$ cat src/rtl/fb_pkg.sv
// fb_pkg: shared types and defaults for the framebuffer write scheduler.
package fb_pkg;

    localparam int FB_COORD_W = 6;
    localparam int FB_COLOR_W = 12;
    localparam int FB_DIM     = 64;

    typedef enum logic [1:0] {
        OP_PIXEL = 2'b00,
        OP_FILL  = 2'b01,
        OP_RSVD2 = 2'b10,
        OP_RSVD3 = 2'b11
    } cmd_op_t;

    typedef enum logic {
        S_IDLE = 1'b0,
        S_FILL = 1'b1
    } sched_state_t;

    typedef struct packed {
        logic [FB_COORD_W-1:0] x;
        logic [FB_COORD_W-1:0] y;
        logic [FB_COLOR_W-1:0] color;
    } fb_write_t;

endpackage

$ cat src/rtl/fb_write_scheduler_if.sv
// fb_write_scheduler_if: requester handshakes and framebuffer write port.
// master = requester/consumer side, slave = the scheduler.
interface fb_write_scheduler_if #(
    parameter int COORD_W = 6,
    parameter int COLOR_W = 12
);
    logic               cmd_valid;
    logic               cmd_ready;
    logic [1:0]         cmd_op;
    logic [COORD_W-1:0] cmd_x;
    logic [COORD_W-1:0] cmd_y;
    logic [COLOR_W-1:0] cmd_color;

    logic               pat_valid;
    logic               pat_ready;
    logic [COORD_W-1:0] pat_x;
    logic [COORD_W-1:0] pat_y;
    logic [COLOR_W-1:0] pat_color;

    logic               write_en;
    logic [COORD_W-1:0] write_x;
    logic [COORD_W-1:0] write_y;
    logic [COLOR_W-1:0] write_color;
    logic               busy;

    modport master (
        output cmd_valid, cmd_op, cmd_x, cmd_y, cmd_color,
        output pat_valid, pat_x, pat_y, pat_color,
        input  cmd_ready, pat_ready,
        input  write_en, write_x, write_y, write_color, busy
    );

    modport slave (
        input  cmd_valid, cmd_op, cmd_x, cmd_y, cmd_color,
        input  pat_valid, pat_x, pat_y, pat_color,
        output cmd_ready, pat_ready,
        output write_en, write_x, write_y, write_color, busy
    );
endinterface

$ cat src/rtl/fb_rr_arb2.sv
// fb_rr_arb2: two-requester round-robin arbiter. req[1]=cmd, req[0]=pat.
// Grant is combinational and implies the matching req, so any grant bit
// is a completed handshake.
module fb_rr_arb2 (
    input  logic       clk,
    input  logic       rst_n,
    input  logic [1:0] req,
    input  logic       enable,
    output logic [1:0] grant
);
    // 1 when requester 1 won the last handshake; reset favours requester 1
    logic last_hi;

    // On contention, grant whoever did not win last time
    always_comb begin
        grant = 2'b00;
        if (enable) begin
            if (req == 2'b11)
                grant = last_hi ? 2'b01 : 2'b10;
            else
                grant = req;
        end
    end

    // Remember the winner only when a handshake actually happens
    always_ff @(posedge clk or negedge rst_n) begin
        if (!rst_n)
            last_hi <= 1'b0;
        else if (|grant)
            last_hi <= grant[1];
    end
endmodule

$ cat src/rtl/fb_write_scheduler.sv
// fb_write_scheduler: sole owner of the framebuffer write port. Arbitrates
// cmd/pat round-robin, one write opportunity every WRITE_INTERVAL cycles.
// Build option: define FB_FILL_EN to build the full-frame fill sweep;
// otherwise fill is treated as a reserved op and busy is tied low.
module fb_write_scheduler
    import fb_pkg::*;
#(
    parameter int WRITE_INTERVAL = 16,
    parameter int COORD_W        = FB_COORD_W,
    parameter int COLOR_W        = FB_COLOR_W
) (
    input logic                 clk_in,
    input logic                 resetn,
    fb_write_scheduler_if.slave bus
);
    localparam int CNT_W = $clog2(WRITE_INTERVAL);

    logic [CNT_W-1:0]   cnt;
    logic               tick;
    logic               idle;
    logic [1:0]         grant;
    logic               wr_fire;
    logic               fill_tick;
    logic [COORD_W-1:0] pix_x;
    logic [COORD_W-1:0] pix_y;
    logic [COLOR_W-1:0] pix_color;

    // Free-running write-opportunity counter; count 0 is the tick
    always_ff @(posedge clk_in or negedge resetn) begin
        if (!resetn)
            cnt <= '0;
        else if (cnt == CNT_W'(WRITE_INTERVAL - 1))
            cnt <= '0;
        else
            cnt <= cnt + 1'b1;
    end

    assign tick = (cnt == '0);

    fb_rr_arb2 u_arb (
        .clk    (clk_in),
        .rst_n  (resetn),
        .req    ({bus.cmd_valid, bus.pat_valid}),
        .enable (tick && idle),
        .grant  (grant)
    );

    assign bus.cmd_ready = grant[1];
    assign bus.pat_ready = grant[0];

`ifdef FB_FILL_EN
    localparam logic [0:0] ST_IDLE = 1'(S_IDLE);
    localparam logic [0:0] ST_FILL = 1'(S_FILL);

    logic [0:0]         state;
    logic [COORD_W-1:0] fill_x;
    logic [COORD_W-1:0] fill_y;
    logic [COLOR_W-1:0] fill_color;
    logic               fill_accept;

    assign idle        = (state == ST_IDLE);
    assign fill_tick   = !idle && tick;
    assign fill_accept = grant[1] && (cmd_op_t'(bus.cmd_op) == OP_FILL);

    // Fill sweep: raster walk x-fastest, one pixel per tick, busy trails
    // the state by one cycle so it covers the last write strobe
    always_ff @(posedge clk_in or negedge resetn) begin
        if (!resetn) begin
            state      <= ST_IDLE;
            fill_x     <= '0;
            fill_y     <= '0;
            fill_color <= '0;
            bus.busy   <= 1'b0;
        end else begin
            bus.busy <= !idle;
            if (fill_accept) begin
                state      <= ST_FILL;
                fill_x     <= '0;
                fill_y     <= '0;
                fill_color <= bus.cmd_color;
                bus.busy   <= 1'b1;
            end else if (fill_tick) begin
                fill_x <= fill_x + 1'b1;
                if (&fill_x) begin
                    fill_y <= fill_y + 1'b1;
                    if (&fill_y)
                        state <= ST_IDLE;
                end
            end
        end
    end
`else
    assign idle      = 1'b1;
    assign fill_tick = 1'b0;
    assign bus.busy  = 1'b0;
`endif

    // Select the payload for this tick: fill sweep, pattern, or command
    always_comb begin
        pix_x     = bus.cmd_x;
        pix_y     = bus.cmd_y;
        pix_color = bus.cmd_color;
        if (grant[0]) begin
            pix_x     = bus.pat_x;
            pix_y     = bus.pat_y;
            pix_color = bus.pat_color;
        end
`ifdef FB_FILL_EN
        if (!idle) begin
            pix_x     = fill_x;
            pix_y     = fill_y;
            pix_color = fill_color;
        end
`endif
    end

    // Reserved ops (and fill itself) are accepted without a write
    assign wr_fire = grant[0]
                   | (grant[1] && (cmd_op_t'(bus.cmd_op) == OP_PIXEL))
                   | fill_tick;

    // Write port: one-cycle strobe, address/data hold between writes
    always_ff @(posedge clk_in or negedge resetn) begin
        if (!resetn) begin
            bus.write_en    <= 1'b0;
            bus.write_x     <= '0;
            bus.write_y     <= '0;
            bus.write_color <= '0;
        end else begin
            bus.write_en <= wr_fire;
            if (wr_fire) begin
                bus.write_x     <= pix_x;
                bus.write_y     <= pix_y;
                bus.write_color <= pix_color;
            end
        end
    end
endmodule

$ cat src/flat_wrapper.sv
// flat-port wrapper written by rule: the top's interface ports become plain ports
module fb_write_scheduler_flat import fb_pkg::*;
#(
    parameter int WRITE_INTERVAL = 16,
    parameter int COORD_W        = FB_COORD_W,
    parameter int COLOR_W        = FB_COLOR_W
)
  (clk_in, resetn, bus_cmd_valid, bus_cmd_op, bus_cmd_x, bus_cmd_y, bus_cmd_color, bus_pat_valid, bus_pat_x, bus_pat_y, bus_pat_color, bus_cmd_ready, bus_pat_ready, bus_write_en, bus_write_x, bus_write_y, bus_write_color, bus_busy);
  fb_write_scheduler_if #(.COORD_W(COORD_W), .COLOR_W(COLOR_W)) bus_i ();
  input logic clk_in;
  input logic resetn;
  input wire logic [$bits(bus_i.cmd_valid)-1:0] bus_cmd_valid;
  input wire logic [$bits(bus_i.cmd_op)-1:0] bus_cmd_op;
  input wire logic [$bits(bus_i.cmd_x)-1:0] bus_cmd_x;
  input wire logic [$bits(bus_i.cmd_y)-1:0] bus_cmd_y;
  input wire logic [$bits(bus_i.cmd_color)-1:0] bus_cmd_color;
  input wire logic [$bits(bus_i.pat_valid)-1:0] bus_pat_valid;
  input wire logic [$bits(bus_i.pat_x)-1:0] bus_pat_x;
  input wire logic [$bits(bus_i.pat_y)-1:0] bus_pat_y;
  input wire logic [$bits(bus_i.pat_color)-1:0] bus_pat_color;
  output wire logic [$bits(bus_i.cmd_ready)-1:0] bus_cmd_ready;
  output wire logic [$bits(bus_i.pat_ready)-1:0] bus_pat_ready;
  output wire logic [$bits(bus_i.write_en)-1:0] bus_write_en;
  output wire logic [$bits(bus_i.write_x)-1:0] bus_write_x;
  output wire logic [$bits(bus_i.write_y)-1:0] bus_write_y;
  output wire logic [$bits(bus_i.write_color)-1:0] bus_write_color;
  output wire logic [$bits(bus_i.busy)-1:0] bus_busy;
  assign bus_i.cmd_valid = bus_cmd_valid;
  assign bus_i.cmd_op = bus_cmd_op;
  assign bus_i.cmd_x = bus_cmd_x;
  assign bus_i.cmd_y = bus_cmd_y;
  assign bus_i.cmd_color = bus_cmd_color;
  assign bus_i.pat_valid = bus_pat_valid;
  assign bus_i.pat_x = bus_pat_x;
  assign bus_i.pat_y = bus_pat_y;
  assign bus_i.pat_color = bus_pat_color;
  assign bus_cmd_ready = bus_i.cmd_ready;
  assign bus_pat_ready = bus_i.pat_ready;
  assign bus_write_en = bus_i.write_en;
  assign bus_write_x = bus_i.write_x;
  assign bus_write_y = bus_i.write_y;
  assign bus_write_color = bus_i.write_color;
  assign bus_busy = bus_i.busy;
  fb_write_scheduler #(.WRITE_INTERVAL(WRITE_INTERVAL), .COORD_W(COORD_W), .COLOR_W(COLOR_W)) u_core (.clk_in(clk_in), .resetn(resetn), .bus(bus_i));
endmodule
$ cat config.mk
export PLATFORM = sky130hd
export DESIGN_NAME = fb_write_scheduler_flat
export DESIGN_NICKNAME = d
export VERILOG_FILES = /design/src/rtl/fb_pkg.sv /design/src/rtl/fb_write_scheduler_if.sv /design/src/rtl/fb_rr_arb2.sv /design/src/rtl/fb_write_scheduler.sv /design/src/flat_wrapper.sv
export SDC_FILE = /design/constraint.sdc
export NUM_CORES = 1
export LEC_CHECK = 0
export CORE_MARGIN = 2
export CORE_UTILIZATION = 42
export CTS_BUF_LIST = sky130_fd_sc_hd__clkbuf_8 sky130_fd_sc_hd__clkbuf_16
export CTS_CLUSTER_SIZE = 16
export DETAILED_ROUTE_END_ITERATION = 7
export PLACE_DENSITY_LB_ADDON = 0.1
export SYNTH_ARGS = -nofsm -noshare
export SYNTH_HDL_FRONTEND = slang
export SYNTH_SLANG_ARGS = --single-unit
$ cat constraint.sdc
create_clock -name clk_in -period 2.8 [get_ports clk_in]
set_input_delay 0.28 -clock clk_in [delete_from_list [all_inputs] [get_ports clk_in]]
set_output_delay 0.28 -clock clk_in [all_outputs]
set_load 0.05 [all_outputs]
==> results.sh, run 1 <==
export IMPL_status="completed"
export IMPL_post_cts_resized=0
export IMPL_worstSetupEndpointType="flip-flop"
export IMPL_ys_types=23
export IMPL_ys_ff_latch=30
export IMPL_cp_arrival_ns=2.36
export IMPL_whs_ns=0.383
export IMPL_relSlewSlack_pct=53.1
export IMPL_fin_util_pct=73.8
export IMPL_clockBufferDepth=2
export IMPL_routedWlPerCell_um=17.0
export IMPL_root_buffer="clkbuf_8"
export IMPL_leakage_uw=0.000947
export IMPL_timing_setup_tns_ns=0
export IMPL_worstSkewPairLatency_ns=0.28
export IMPL_antenna_cells=0
export IMPL_timing_final_crit_share_pct=77.4
export IMPL_hold_path_class="in -> async"
export IMPL_track_usage_pct=25.2
export IMPL_rrSetupSlack_ns=0.63
export IMPL_synth_top_area_share_pct=48.9
export IMPL_cts_tree="yes"
export IMPL_worstSetupPathType="reg -> reg"
export IMPL_antenna_found_initial=0
export IMPL_postRouteWirelength_mm=4.94
export IMPL_ant_nets=0
export IMPL_dr_pass1_iters=4
export IMPL_timing_rr_start="u_core.cnt[0]"
export IMPL_start_kind="flip-flop"
export IMPL_clk_pin_slew_ns=0.07
export IMPL_grt_setup_unrepaired="false"
export IMPL_r2r_end="u_core.bus.write_color[0]"
export IMPL_peakVddDrop_mv=0.494
export IMPL_area_growth_pct=64.1
export IMPL_seq_area_frac_synth_pct=48.9
export IMPL_yosys_area_top_type="dfrtp_1"
export IMPL_viasPerCell=5.74
export IMPL_die_w_um=64.5
export IMPL_hold_viol=0
export IMPL_powerDensity_nw_per_um2=609
export IMPL_place_hpwl_mm=3.31
export IMPL_drc_errors=0
export IMPL_cts_htree_levels=2
export IMPL_die_y_um=64.5
export IMPL_synth_yosys_warnings=0
export IMPL_drt_initial_drc_count=80
export IMPL_rr_worst_depth=6
export IMPL_synthTopCellsByArea="dfrtp_1, a31oi_1, o21ai_0, nand3_1, nor3_1"
export IMPL_worst_slew_pin_slew_ns=0.703
export IMPL_cts_hold_buf=0
export IMPL_setup_viol=0
export IMPL_required_ns=2.99
export IMPL_netlist_instances=168
export IMPL_die_area_um2=4160
export IMPL_synth_avg_cell_area_um2=9.14
export IMPL_row_count=21
export IMPL_gr_total_overflow=0
export IMPL_vias=1666
export IMPL_grt_start_max_net_pins=31
export IMPL_grt_pass1_wl_mm=8.11
export IMPL_clock_sinks=30
export IMPL_maxSlewViolCount=0
export IMPL_cts_buffers=5
export IMPL_core_area_um2=3420
export IMPL_ios=82
export IMPL_synth_area_um2=1540
export IMPL_cts_setup_buffers=0
export IMPL_start_util_pct=44.9
export IMPL_synth_nets=224
export IMPL_max_freq_mhz=462
export IMPL_grt_pass1_vias=1760
export IMPL_final_min_clock_period_ns=2.17
export IMPL_maxCapViolCount=0
export IMPL_num_nets_final=299
export IMPL_port_buffers=80
export IMPL_place_congestion=0.718
export IMPL_fillers=259
export IMPL_final_common_cell="clkdlybuf4s50_1"
export IMPL_fin_skew_ns=0.00376
export IMPL_layout_common_cells="clkdlybuf4s50_1, dfrtp_1, o21ai_0"
export IMPL_critPathMaxFanout=13
export IMPL_layout_drive_gt1_share_pct=8.20
power by group:
group	switching [uW]	leakage, uW	internal, uW
clock	169	0.0000714	380
combinational	281	0.000527	187
sequential	30.2	0.000348	486
cell usage after synthesis, drive strengths merged:
cell type   n
or2         1
a211oi      1
nand4bb     2
dfrtp      30
nor3       24
buf         9
conb        1
nor4bb      1
o21ai      26
nor2        1
a32o        1
o41ai       1
xor2        1
a211o       1
inv         4
ha          2
nand3      24
a21oi       2
nor2b       1
clkbuf     10
a31oi      25
cells by family (layout without fill, tap and decap cells):
kind of cell / after synthesis / count (layout) / share of synthesized area (%)
AOI/OAI and AO/OA: 57 / 57 / 21.9
xor gates and xnor gates: 1 / 1 / 0.571
adders and majority gates: 2 / 2 / 1.63
buffers and inverters: 23 / 99 / 7.91
DFF: 30 / 30 / 48.9
other: 1 / 1 / 0.244
and+or+nand+nor: 54 / 54 / 18.8
cell type report:
cell class | count | area (um^2) | area share (%)
inverters | 4 | 15.0 | 0.596
repair buffers | 87 | 873 | 34.7
flip-flops and latches | 30 | 751 | 29.8
clock inverters | 2 | 60.1 | 2.38
multi-input cells | 115 | 681 | 27.0
well taps | 46 | 57.6 | 2.28
clock buffers | 6 | 82.6 | 3.28
how the worst max path moves through the flow:
stage	from	endpoint	depth (start not counted)
finish	u_core.cnt[0]	u_core.bus.write_color[0]	6
global placement	u_core.cnt[0]	u_core.bus.write_color[8]	6
floorplan	u_core.cnt[0]	bus_cmd_ready	5
global route	u_core.cnt[0]	u_core.bus.write_color[0]	6
detailed placement	u_core.cnt[0]	u_core.bus.write_color[0]	6
CTS	u_core.cnt[0]	u_core.bus.write_color[6]	6
flip-flops by register name (all words and copies together), names as in the netlist:
name and cells:
u_core.cnt 4, u_core.bus.write_color 12, u_core.bus.write_y 6, u_core.u_arb.last_hi 1
u_core.bus.write_x 6, u_core.bus.write_en 1
per-stage QoR:
| stage | worst slack (ns) | power [uW] | instance area (um^2) | std cells |
|---|---|---|---|---|
| floorplan | 0.676 | 777 | 1540 | 168 |
| global placement | 0.798 | 984 | 2380 | 282 |
| detailed placement | 0.677 | 992 | 2380 | 282 |
| CTS | 0.669 | 1540 | 2520 | 290 |
| global route | 0.532 | 1590 | 2520 | 290 |
| finish | 0.633 | 1530 | 2520 | 290 |
layer usage:
layer  global-route usage, %  routed length, um  vias up
met5                       0                  0        -
met4                    8.24                 61        0
met3                    5.73                382        7
met2                    45.7               2600       72
met1                    29.3               1890      808
li1                        -                  -      779
critical path: stages, from the launching register on:
cell,delay (ns)
dfrtp_1,0.42
inv_1,0.10
ha_1,0.24
nor4bb_4,0.70
buf_4,0.32
nand3_1,0.10
a31oi_1,0.20
(Power assumes the default switching activity.)
==> run 2, diff against run 1 <==
- CORE_UTILIZATION: 42 -> 35
- clock period: 2.8 -> 1.87 ns (I/O delays scaled with it)
==> run 2 against run 1 <==
Compared with the run above:
- sequential cell count stayed put
- global-route usage is 4.6 points lower
- sequential share of layout area down 0.51 points
- die area is 19% higher
- critical path depth is the same
- clock skew grew 0.0057 ns
- routed wire length shrank 0.16%
- via count rose by 0.36%
- sequential power rose by 50%
==> results.sh, run 2 (synthesis results as in run 1) <==
export IMPL_drt_initial_drc_count=143
export IMPL_grt_start_max_net_pins=31
export IMPL_cp_arrival_ns=1.58
export IMPL_final_min_clock_period_ns=1.76
export IMPL_cpPeakStageDelay_ns=0.39
export IMPL_path_buf_inv=3
export IMPL_fin_skew_ns=0.00946
export IMPL_maxSlewViolCount=0
export IMPL_num_nets_final=307
export IMPL_worstSkewPairLatency_ns=0.28
export IMPL_pwr_share_comb_pct=34.9
export IMPL_core_area_um2=4290
export IMPL_largestRegisters="u_core.bus.write_color: 12 flops, u_core.bus.write_x: 6 flops, u_core.bus.write_y: 6 flops"
export IMPL_worst_slew_pin_slew_ns=0.517
export IMPL_routedWlPerCell_um=16.2
export IMPL_critPathMaxFanout=4
export IMPL_status="completed"
export IMPL_cp_slowest_cell="dfrtp_1"
export IMPL_power_switching_uw=718
export IMPL_rr_worst_depth=6
export IMPL_port_buffers=80
export IMPL_place_hpwl_mm=3.34
export IMPL_powerDensity_nw_per_um2=791
export IMPL_drc_errors=0
export IMPL_p_int_uw=1310
export IMPL_power_frac_seq_pct=38.1
export IMPL_path_delay_family="flip-flops"
export IMPL_root_buffer="clkbuf_8"
export IMPL_grt_pass1_wl_mm=8.05
export IMPL_clockPowerShare_pct=27.0
export IMPL_timing_final_crit_share_pct=94.3
export IMPL_viasPerCell=5.50
export IMPL_fillers=402
export IMPL_die_y_um=70.2
export IMPL_cp_num_cells=6
export IMPL_track_usage_pct=20.6
export IMPL_swShare_pct=35.4
export IMPL_ios=82
export IMPL_start_util_pct=35.8
export IMPL_dr_pass1_iters=4
export IMPL_grt_pass1_vias=1636
export IMPL_worstSetupPathType="reg -> out"
export IMPL_cts_hold_buf=0
export IMPL_area_growth_pct=67.0
export IMPL_place_congestion=0.738
export IMPL_timing_setup_tns_ns=0
export IMPL_peakVddDrop_mv=0.479
export IMPL_row_count=24
export IMPL_die_area_um2=4930
export IMPL_worstSetupEndpointType="primary output"
export IMPL_die_w_um=70.2
export IMPL_required_ns=1.68
export IMPL_layout_drive_gt1_share_pct=12.3
export IMPL_maxCapViolCount=0
export IMPL_max_flop_register="u_core.bus.write_color"
export IMPL_cts_htree_levels=2
export IMPL_largest_reg_flops=12
export IMPL_start_kind="flip-flop"
export IMPL_clock_sinks=30
export IMPL_max_freq_mhz=567
export IMPL_setup_viol=0
export IMPL_postRouteWirelength_mm=4.93
export IMPL_final_common_cell="clkdlybuf4s50_1"
export IMPL_clk_pin_slew_ns=0.07
export IMPL_ant_nets=0
export IMPL_relSlewSlack_pct=65.4
export IMPL_fin_util_pct=59.7
export IMPL_cts_buffers=5
export IMPL_antenna_cells=0
export IMPL_gr_total_overflow=0
export IMPL_hold_viol=0
export IMPL_path_cells="inv_1 -> ha_4 -> nand4bb_1 -> or2_1 -> inv_2 -> buf_12"
export IMPL_cts_tree="yes"
export IMPL_clockBufferDepth=2
export IMPL_vias=1672
export IMPL_layout_common_cells="clkdlybuf4s50_1, dfrtp_1, o21ai_0"
export IMPL_leakage_uw=0.000957
export IMPL_antenna_found_initial=0
export IMPL_hold_path_class="in -> async"
==> run 2: path summary, 6_finish.rpt <==
kind | from | endpoint | slack (ns)
min | resetn | u_core.bus.write_x[2] | 0.30
max in group asynchronous | resetn | u_core.u_arb.last_hi | 1.28
max reg2reg | u_core.cnt[0] | u_core.bus.write_color[4] | 0.25
min reg2reg | u_core.cnt[0] | u_core.cnt[0] | 0.56
min in group clk_in | bus_cmd_x[2] | u_core.bus.write_x[2] | 0.49
max | u_core.cnt[0] | bus_pat_ready | 0.11
==> run 2: what timing repair did <==
| item | 4_1_cts | 5_1_grt |
|---|---|---|
| resized for setup | 0 | 3 |
| setup buffers | 0 | 3 |
| setup endpoints to repair | 0 | 1 |
==> run 2: area by class of cell <==
cell class	instances	area (um^2)	area share [%]
flip-flops and latches	30	751	29.3
inverters	4	15.0	0.586
well taps	52	65.1	2.54
clock inverters	2	12.5	0.488
repair buffers	95	933	36.4
multi-input cells	115	704	27.5
clock buffers	6	82.6	3.22
==> run 2: routing by layer <==
layer  vias to the layer above  GRT usage (%)  wire length [um]
met5                         -              0                 0
met3                         9           4.62               320
met4                         0           7.05                79
met2                        77           31.8              2320
li1                        789              -                 -
met1                       797           28.5              2210
==> run 2: metrics by stage <==
step	worst slack, ns	hold slack, ns	cells	power (uW)	area [um^2]
after global placement	0.190	0.483	293	1490	2430
after global routing	-0.00217	0.326	304	2120	2560
after CTS	0.0305	0.310	301	2040	2530
after floorplan	0.0240	-0.109	168	1160	1540
final	0.106	0.299	304	2030	2560
after detailed placement	0.165	0.479	293	1490	2430
==> run 2: power by group through the flow <==
stage	clock network, uW	logic, uW	registers (uW)
5_1_grt	597	741	782
3_3_place_gp	0	707	782
3_5_place_dp	0	711	783
2_1_floorplan	0	110	1050
4_1_cts	554	713	773
6_report	546	707	773
==> run 3, diff against run 2 <==
- SLEW_MARGIN: unset -> 20
==> results of run 3 <==
The final DEF is identical to that of run 2; final timing and power are the same.
